===== config.mk =====
export PLATFORM = sky130hd
export DESIGN_NAME = srff_bank_arb
export DESIGN_NICKNAME = d
export VERILOG_FILES = /design/src/rtl/srff_bank_pkg.sv /design/src/rtl/srff_bank_arb_rr_arbiter.sv /design/src/rtl/srff_bank_arb.sv
export SDC_FILE = /design/constraint.sdc
export NUM_CORES = 1
export LEC_CHECK = 0
export ABC_AREA = 1
export CAP_MARGIN = 0
export CORE_ASPECT_RATIO = 0.8
export CORE_MARGIN = 1.5
export CORE_UTILIZATION = 45
export DETAILED_ROUTE_END_ITERATION = 7
export GPL_TIMING_DRIVEN = 0
export MAX_ROUTING_LAYER = met4
export PLACE_DENSITY = 0.84
export SYNTH_ARGS = -nofsm -noshare
export SYNTH_HDL_FRONTEND = slang
export SYNTH_HIERARCHICAL = 1
export SYNTH_SLANG_ARGS = --single-unit

===== constraint.sdc =====
create_clock -name clk -period 6.9 [get_ports clk]
set_input_delay 1.035 -clock clk [delete_from_list [all_inputs] [get_ports clk]]
set_output_delay 1.035 -clock clk [all_outputs]
set_load 0.01 [all_outputs]

===== src/rtl/srff_bank_pkg.sv =====
// Shared definitions for the SR flag bank arbiter.
//   - SR command encodings, ordered {s,r}
//   - default N / W / IW parameter values
//   - sr_decode: maps an {s,r} command and the current bit value to the
//     next bit value plus a legality flag
package srff_bank_pkg;

  localparam logic [1:0] CMD_HOLD = 2'b00;
  localparam logic [1:0] CMD_CLR  = 2'b01;
  localparam logic [1:0] CMD_SET  = 2'b10;
  localparam logic [1:0] CMD_ILL  = 2'b11;

  localparam int N_DEF  = 4;
  localparam int W_DEF  = 8;
  localparam int IW_DEF = 3;

  typedef struct packed {
    logic nxt;    // next value of the addressed bit
    logic legal;  // 0 for s=r=1
  } sr_dec_t;

  // s=r=1 keeps the current value so the bank never goes unknown.
  function automatic sr_dec_t sr_decode(input logic [1:0] sr, input logic cur);
    sr_dec_t d;
    d.nxt   = cur;
    d.legal = 1'b1;
    case (sr)
      CMD_CLR: d.nxt   = 1'b0;
      CMD_SET: d.nxt   = 1'b1;
      CMD_ILL: d.legal = 1'b0;
      default: ;
    endcase
    return d;
  endfunction

endpackage


===== src/rtl/srff_bank_arb_rr_arbiter.sv =====
// rr_arbiter: purely combinational round-robin picker.
//   elig      [N]       eligible requesters
//   ptr       [log2 N]  requester with highest priority this cycle
//   win       [N]       one-hot winner (all zero when nothing eligible)
//   win_valid           some requester won
module rr_arbiter
  import srff_bank_pkg::*;
#(
  parameter int N = N_DEF,
  localparam int PW = $clog2(N)
) (
  input  logic [N-1:0]  elig,
  input  logic [PW-1:0] ptr,
  output logic [N-1:0]  win,
  output logic          win_valid
);

  int best_dist;
  int best_j;

  // Priority is the distance of a requester from ptr going upward with
  // wrap; the eligible requester with the smallest distance wins.
  always_comb begin
    best_dist = N;
    best_j    = 0;
    for (int j = 0; j < N; j++) begin
      if (elig[j] && (((j + N - int'(ptr)) % N) < best_dist)) begin
        best_dist = (j + N - int'(ptr)) % N;
        best_j    = j;
      end
    end
    win_valid = (best_dist < N);
    win       = '0;
    for (int j = 0; j < N; j++) begin
      win[j] = win_valid && (j == best_j);
    end
  end

endmodule


===== src/rtl/srff_bank_arb.sv =====
// srff_bank_arb: bank of W SR flag bits shared by N requesters.
// One requester per clock is granted round-robin; its {s,r} command is
// applied to flag bit idx_i on the same edge that raises its grant.
//
// Ports:
//   clk, rst              clock, synchronous active-high reset
//   req   [N]             request, held until the matching gnt is seen
//   cmd_s, cmd_r [N]      SR set / reset inputs per requester
//   idx   [N*IW]          target bit, requester i at [i*IW +: IW]
//   gnt   [N]             registered one-hot one-cycle grant
//   q, qb [W]             flag bank and its complement
//   busy                  some request lost arbitration at the last edge
// Optional (macro SRFF_BANK_ERR_EN):
//   err                   sticky: granted s=r=1 or granted idx >= W
//   err_src [log2 N]      requester that raised the first error
module srff_bank_arb
  import srff_bank_pkg::*;
#(
  parameter int N  = N_DEF,
  parameter int W  = W_DEF,
  parameter int IW = IW_DEF
) (
  input  logic            clk,
  input  logic            rst,
  input  logic [N-1:0]    req,
  input  logic [N-1:0]    cmd_s,
  input  logic [N-1:0]    cmd_r,
  input  logic [N*IW-1:0] idx,
  output logic [N-1:0]    gnt,
  output logic [W-1:0]    q,
  output logic [W-1:0]    qb,
  output logic            busy
`ifdef SRFF_BANK_ERR_EN
  ,
  output logic                 err,
  output logic [$clog2(N)-1:0] err_src
`endif
);

  localparam int PW = $clog2(N);

  logic [PW-1:0] ptr;
  logic [PW-1:0] ptr_nxt;
  logic [N-1:0]  elig;
  logic [N-1:0]  win;
  logic          win_valid;
  logic [PW-1:0] win_id;
  logic [IW-1:0] win_idx;
  logic [1:0]    win_sr;
  logic          in_range;
  sr_dec_t       dec;
  logic [W-1:0]  q_nxt;
  logic          busy_nxt;

  // A requester still showing req while its grant is high is dropping it;
  // masking it here prevents granting the same transaction twice.
  assign elig = req & ~gnt;

  rr_arbiter #(.N(N)) u_arb (
    .elig      (elig),
    .ptr       (ptr),
    .win       (win),
    .win_valid (win_valid)
  );

  always_comb begin
    win_id  = '0;
    win_idx = '0;
    win_sr  = CMD_HOLD;
    for (int i = 0; i < N; i++) begin
      if (win[i]) begin
        win_id  = PW'(i);
        win_idx = idx[i*IW +: IW];
        win_sr  = {cmd_s[i], cmd_r[i]};
      end
    end
  end

  assign in_range = (int'(win_idx) < W);
  assign ptr_nxt  = (int'(win_id) == N - 1) ? '0 : win_id + PW'(1);
  assign busy_nxt = ($countones(elig) >= 2);

  // Only the addressed bit can change; an illegal command holds it.
  always_comb begin
    dec   = sr_decode(win_sr, 1'b0);
    q_nxt = q;
    for (int b = 0; b < W; b++) begin
      if (win_valid && in_range && (int'(win_idx) == b)) begin
        dec      = sr_decode(win_sr, q[b]);
        q_nxt[b] = dec.legal ? dec.nxt : q[b];
      end
    end
  end

  // ---- register stage: grant, pointer, busy and flag bank ----
  always_ff @(posedge clk) begin
    if (rst) begin
      q    <= '0;
      gnt  <= '0;
      busy <= 1'b0;
      ptr  <= '0;
    end else begin
      q    <= q_nxt;
      gnt  <= win;
      busy <= busy_nxt;
      if (win_valid) begin
        ptr <= ptr_nxt;
      end
    end
  end

  assign qb = ~q;

`ifdef SRFF_BANK_ERR_EN
  always_ff @(posedge clk) begin
    if (rst) begin
      err     <= 1'b0;
      err_src <= '0;
    end else if (win_valid && (!dec.legal || !in_range)) begin
      err <= 1'b1;
      if (!err) begin
        err_src <= win_id;
      end
    end
  end
`endif

endmodule


==> results.ini <==
[timing]
slew_headroom=0.7217
maxSlewViolCount=0
min_period_ns=5.179
worst_pin_slew_ns=0.4159
setup_violations=0
finalSetupTns_ns=0
fmax_ghz=0.1931
post-route-period-util=0.7506
fin_skew_ns=0.004324
hold_violations=0
rsz0062_at_grt=no

[yosys]
synth_mux_area_frac=0
yosys_register_bits=15
synth-compound-area-share=0.09767
yosys.area_share.xor_xnor=0.007769
synth_area_um2=1127
netlist_instances=186
yosys.area_share.simple=0.4195
ys_seq_area_frac=0.2664
syn_nets=217
synth_top_family_by_area=simple AND/OR/NAND/NOR gates
yosysWarnings=6
synthAdderAreaFrac=0.06215
yosys.cell_types.count=25
avgSynthCellArea_um2=6.061

[critical_path]
cp_top_family=simple AND/OR/NAND/NOR gates
crit_fanout=5
start_kind=primary input
end_kind=register
worstSetupPathType=in -> reg
critPathBufInv=6
cp.required_ns=7.09
crit_path_frequent_cell=nor2_1
cp_slowest_cell=clkdlybuf4s50_1
crit_arrival_ns=5.37
cpPeakStageDelay_ns=0.45

[power]
powerDensity_nw_per_um2=583.6
p_total_uw=956.6
ir_drop_v=0.0002743
p_leak_uw=0.0007775

[layout]
fin_area_um2=1639
final_common_cell=clkdlybuf4s50_1
final_net_count=267
n_antenna_cell=0
layout-drive-gt1-share=0.1149
final_cell_mix=45 x clkdlybuf4s50_1, 36 x nor2_1, 35 x inv_1
fin_cells=262
area_growth_pct=45.39

[global_routing]
overflow=0
grt_first_pass_wirelength_mm=3.995
grt_pass1_vias=959
antenna_found_initial=0
grt_max_degree=11
track_usage=0.1930

[clock_network]
cts.hold.buffers_added=0
cts.sinks=15
cts_tree=built
cts_resized=0
h-tree-depth=1
clock_latency_ns=0.28
path_clk_slew_ns=0.09
cts_buffers=3
clk_path_buf_depth=2
cts_setup_buffers=0
cts_root_buf=clkbuf_4

[place]
hpwl_mm=2.096
place_inst=258
place_congestion=0.7730
place_area_um2=1612
numPortBuffers=45

[floorplanning]
start_util=0.4693
ios=47
core_um2=2402
fp-row-count=16
die_y_um=47.77
die-width_um=58.96
die_area_um2=2816

[routing]
vias=1211
final_antenna_net_count=0
viasPerCell=4.622
wl_per_cell_um=9.592
wirelength_mm=2.513
drt-pass1-iter-count=4
drc=0
drt_iter0_drc=52

[status]
status=completed

[flow_run]
cap_violations=0

[min_path]
worstHoldPathType=reg -> reg

-- cell usage after synthesis (all sizes together) --
master	n	area share
or2	2	0.011
ha	4	0.044
buf	1	0.0067
a31oi	1	0.0056
inv	40	0.13
nand3	17	0.098
clkbuf	1	0.0033
xnor2	1	0.0078
nand3b	1	0.0067
o21ai	7	0.034
nor2	40	0.15
fa	1	0.018
dfxtp	15	0.27
clkinv	1	0.0033
nor3	1	0.0044
a21oi	13	0.058
nand2	40	0.15
-- routing by layer --
layer / GRT usage / part of all wire / up-vias
met5: - / 0 / -
li1: - / - / 664
met4: 0.04091 / 0.0092 / 0
met3: 0.04054 / 0.056 / 2
met1: 0.2561 / 0.51 / 509
met2: 0.3067 / 0.43 / 36
-- registers in the layout, indices dropped and copies added, names as in the netlist --
signal / cells
q: 8
gnt: 4
ptr: 2
busy: 1
-- kinds of logic after synthesis --
| kind of cell | count (synthesis) |
|---|---|
| AO/OA/AOI/OAI | 21 |
| buffers and inverters | 43 |
| XOR/XNOR | 1 |
| adder cells (fa/ha/maj) | 5 |
| flip-flops | 15 |
| AND/OR/NAND/NOR | 101 |
-- cell type report --
cell class	count	area, um2
inverters	41	153.9
repair buffers	45	450.4
well taps	27	33.78
plain buffers	2	11.26
clock buffers	3	22.52
clock inverters	1	5.005
multi-input cells	128	661.9
flip-flops and latches	15	300.3
fillers	222	763.2
-- per-stage QoR --
stage	util	worst slack, ns	hold slack, ns
finish	0.6823	1.721	0.5006
floorplan	-	2.430	0.4809
global route	0.6823	1.214	0.5457
global placement	0.6708	1.528	0.4897
CTS	0.6823	1.732	0.5043
detailed placement	0.6708	1.429	0.4911
-- worst paths after layout --
kind	slack (ns)	from	end	depth (start not counted)
setup / recovery	1.72	req[0]	q[7]	34
hold / removal	0.50	q[1]	q[1]	2
setup reg to reg	2.62	gnt[0]	q[7]	32
hold reg to reg	0.50	q[1]	q[1]	2
-- tightest hold or removal path, delay by kind of cell, from the launching register on --
kind | cells | cell delay (ns)
flops | 1 | 0.33
simple gates | 2 | 0.14
-- power by group --
group	switching (uW)	internal [uW]	leakage, uW
clock	27.9	21.5	0.0000177
sequential	24.4	122	0.000123
combinational	463	298	0.000637
Power figures use the tool's default switching activity.
==> patch 1: new RTL, config.mk and constraints unchanged <==
The option `SRFF_BANK_ERR_EN` is turned on by a define.
--- a/src/rtl/srff_bank_arb.sv
+++ b/src/rtl/srff_bank_arb.sv
@@ -15,2 +15,4 @@
 //   err_src [log2 N]      requester that raised the first error
+`define SRFF_BANK_ERR_EN
+
 module srff_bank_arb
Formal check against the unedited RTL (old outputs only; new: err and err_src): equivalent (Yosys induction, for registers that start in step).
==> patch 1 against the unedited design <==
- sequential power grew 16%
- final area grew 13%
- total power grew 6.2%
- synthesized area grew 13%
- wire length grew 20%
- hold slack lost 18 ps
- sequential cell count grew 3
- non-clock buffer count grew 5
- count of clock-buffer cells in the layout grew 1
- utilization shrank 0.17 points
- clock skew is essentially flat
- worst setup slack lost 130 ps
==> patch 1: results (changes against the unedited design) <==
| Metric | Value |
|---|---|
| Outcome | finished clean |
| First-pass GRT wire length | 5220 um (+31%) |
| Fillers | 250 (+13%) |
| Fmax | 188 MHz (-2.5%) |
| RePlAce Congestion | 0.843 (+9.1%) |
| Leakage | 0.895 nW (+15%) |
| Skew-Pair Late Insertion Delay | 310 ps (+30 ps) |
| Routed len/inst | 10.2 um (+6.4%) |
| Reg2Reg Depth | 33 (+3.1%) |
| Syn_area_per_cell | 6.27 um^2 (+3.4%) |
| Num CTS Buffers | 3 (unchanged) |
| R2R Setup Slk | 2470 ps (-150 ps) |
| Clock Skews | 4.65 ps (+0.326 ps) |
| Syn Nets | 235 (+8.3%) |
| M2 GR Usage | 33.3% (+2.7 points) |
| Port Buf Inserts | 49 (+8.9%) |
| Worst setup endpoint | q[6]$_SDFFE_PP0P_ |
| Leading post-synthesis cells by cell area | dfxtp_1 (28%), nand2_1 (13%), inv_1 (12%), nor2_1 (9.4%), a21oi_1 (5.5%) |
| Post-route insts no fill | 295 (+13%) |
| CP max FO | 6 (+1) |
| WHS | 483 ps (-18.0 ps) |
| Synth cell types | 26 (+4.0%) |
| Final #Nets | 289 (+8.2%) |
| Worst-path clk slew | 110 ps (+20 ps) |
| Worst VDD drop | 0.267 mV (-2.8%) |
| Via count | 1360 (+12%) |
| Worst path arrival time | 5530 ps (+160 ps) |
| Detailed Place HPWL | 2480 um (+18%) |
| Layout cells sized above 1 | 10.1% (-1.4 points) |
| Area post-placement | 0.00182 mm^2 (+13%) |
| Global Route Usage Sum | 21.5% (+2.2 points) |
| Worst slack, placed | 1290 ps (-135 ps) |
| Biggest regs | q: 8 flops, gnt: 4 flops |
| Post-synthesis sequential area ratio | 28.2% (+1.5 points) |
| M3 GR Usage | 5.38% (+1.3 points) |
| Grt met1 use | 27.4% (+1.8 points) |
| WL met3 | 162 um (+16%) |
| Hold_sp | err$_SDFFE_PP0P_ |
| Top post-synthesis cells by count | nand2_1 (45), inv_1 (40), nor2_1 (32), dfxtp_1 (18), a21oi_1 (14) |
| DRT iter0 DRCs | 45 (-13%) |
| Met2 WL | 1340 um (+25%) |
| Syn-to-layout area delta | 44.9% |
## patch 1: kinds of logic (layout without fill, tap and decap cells)
family | after synthesis | count (layout) | share of synthesized area (%)
AO/OA/AOI/OAI | 29 | 29 | 13.3
XOR/XNOR | 1 | 1 | 0.685
adder cells (fa/ha/maj) | 5 | 5 | 5.48
buffers and inverters | 48 | 101 | 16.2
flip-flops | 18 | 18 | 28.2
AND/OR/NAND/NOR | 103 | 103 | 36.1
## patch 1: final cells by class
cell class | count | area share, %
buffer | 3 | 1.82
tap | 38 | 2.57
timing repair buffer | 49 | 26.5
clock buffer | 4 | 1.96
multi-input combinational | 138 | 38.4
inverter | 45 | 9.39
sequential | 18 | 19.4
## patch 1: critical path: cells and delay by family
family | cells | cell delay, ps
simple gates | 18 | 2170
fa+ha+maj | 3 | 780
compound gates | 5 | 500
buf+inv | 9 | 1030
## patch 1: power by group
group          internal (mW)  switching [mW]
Sequential             0.145          0.0257
Clock                 0.0323          0.0361
Combinational          0.320           0.457
Total                  0.497           0.519
==> patch 2: new RTL, same settings <==
Without the edit above. Set the package constant `W_DEF` to 7 (it was 8).
--- a/src/rtl/srff_bank_pkg.sv
+++ b/src/rtl/srff_bank_pkg.sv
@@ -13,3 +13,3 @@
   localparam int N_DEF  = 4;
-  localparam int W_DEF  = 8;
+  localparam int W_DEF  = 7;
   localparam int IW_DEF = 3;
Interface: changed (resized q and qb); port bits go from 47 to 45. No check against the original RTL was run, so the function may have changed too.
==> patch 2 against the unedited design <==
- sequential cell count is 1 lower
- final area grew 1.2%
- register-to-register slack about the same
- maximum frequency down 0.23%
- synthesized area up 1.8%
- final cell count up 0.38%
- critical path depth unchanged
- worst setup slack worse by 12 ps
- wire length increased by 2.2%
- critical endpoint is now q[0]$_SDFFE_PP0P_
Power is left out: the tool's default activity adds up to more than one toggle a clock period on the data nets, which glitch-free logic cannot reach.
==> patch 2: results (changes against the unedited design) <==
| Metric | Value |
|---|---|
| Synth Area in XOR/XNOR | 0.763% (-0.014 points) |
| Routed len/inst | 9.77 um (+1.8%) |
| Diode count | 0 (unchanged) |
| Synth Flop Type | dfxtp_1 |
| Relative slew slack | 70.7% (-1.5 points) |
| H-tree depth | 1 (unchanged) |
| Resize count post-CTS | 0 (unchanged) |
| Outcome | finished clean |
| M3 GR Usage | 4.77% (+0.72 points) |
| Top post-synthesis cells by count | inv_1 (36), nand2_1 (29), nor2_1 (26), a21oi_1 (16), nand3_1 (16) |
| Fillers | 225 (+1.4%) |
| Layout cells sized above 1 | 13.7% (+2.2 points) |
| Highest routed layer | met3 |
| Hold_sp | q[4]$_SDFFE_PP0P_ |
| Vias in the first global route | 983 (+2.5%) |
| Skew-Pair Late Insertion Delay | 280 ps (about the same) |
| Detailed Place HPWL | 2090 um (-0.19%) |
| Drt pass-1 iters | 4 (unchanged) |
| Largest net degree at the start of global routing | 10 (-1) |
| Final #Nets | 259 (-3.0%) |
| Synth cell types | 28 (+12%) |
| Biggest regs | q: 7 flops, gnt: 4 flops, ptr: 2 flops |
| Global Route Usage Sum | 19.5% (+0.20 points) |
| R2R Setup Slk | 2630 ps (about the same) |
| Num CTS Buffers | 3 (unchanged) |
| Clock Skews | 9.16 ps (+4.84 ps) |
| Leading post-synthesis cells by cell area | dfxtp_1 (24%), inv_1 (12%), nand2_1 (9.5%), nor2_1 (8.5%), a21oi_1 (7.0%) |
| Routed vias/inst | 4.54 (-1.8%) |
| Port Buf Inserts | 43 (-4.4%) |
| Routed WL | 2570 um (+2.2%) |
| DRT iter0 DRCs | 65 (+25%) |
| Worst Hold Endpoint | q[4]$_SDFFE_PP0P_ |
| WL met3 | 155 um (+11%) |
| Syn Nets | 211 (-2.8%) |
| WHS | 508 ps (+7.42 ps) |
| Met2 WL | 1080 um (+0.47%) |
| Synth Area in Adders | 6.11% (-0.11 points) |
| Post-synthesis sequential area ratio | 24.4% (-2.2 points) |
| Most common cell in the synthesized netlist | inv_1 |
| Post-synthesis compound-gate area fraction | 11.8% (+2.0 points) |
| Area post-placement | 0.00162 mm^2 (+0.70%) |
| DRT met1 WL | 1340 um (+4.6%) |
| M2 GR Usage | 30.3% (-0.34 points) |
| Worst-path clk slew | 80 ps |
| Syn Inst Count | 180 (-3.2%) |
| Reg-to-reg startpoint | gnt[0]$_SDFF_PP0_ |
| Grt met1 use | 26.9% (+1.3 points) |
| First-pass GRT wire length | 4090 um (+2.4%) |
| Worst path max stage delay | 450 ps (about the same) |
| CP max-delay cell | clkdlybuf4s50_1 |
| RePlAce Congestion | 0.785 (+1.6%) |
| R2R Path End | q[0]$_SDFFE_PP0P_ |
patch 2: changes by cell type after synthesis, sizes merged:
cell | before | now
nor2 | 40 | 33
nand2 | 40 | 34
a21oi | 13 | 17
nand3 | 17 | 21
a31oi | 1 | 0
dfxtp | 15 | 14
or2 | 2 | 3
patch 2: through the flow:
stage	setup slack [ps]	utilization (%)
5_1_grt	1270	68.5
3_5_place_dp	1470	67.0
3_3_place_gp	1510	67.0
6_report	1710	68.5
2_1_floorplan	2350	-
4_1_cts	1740	68.5
patch 2: cells by family after synthesis:
| group | Yosys count |
|---|---|
| AOI/OAI and AO/OA | 24 |
| xor gates and xnor gates | 1 |
| adders and majority gates | 5 |
| buffers and inverters | 43 |
| DFF | 14 |
| and+or+nand+nor | 93 |
patch 2: layout make-up:
type | instances | area share [%]
multi-input cells | 123 | 41.9
repair buffers | 43 | 25.9
flip-flops and latches | 14 | 16.9
inverters | 41 | 9.43
well taps | 36 | 2.71
clock buffers | 4 | 2.19
plain buffers | 2 | 0.905
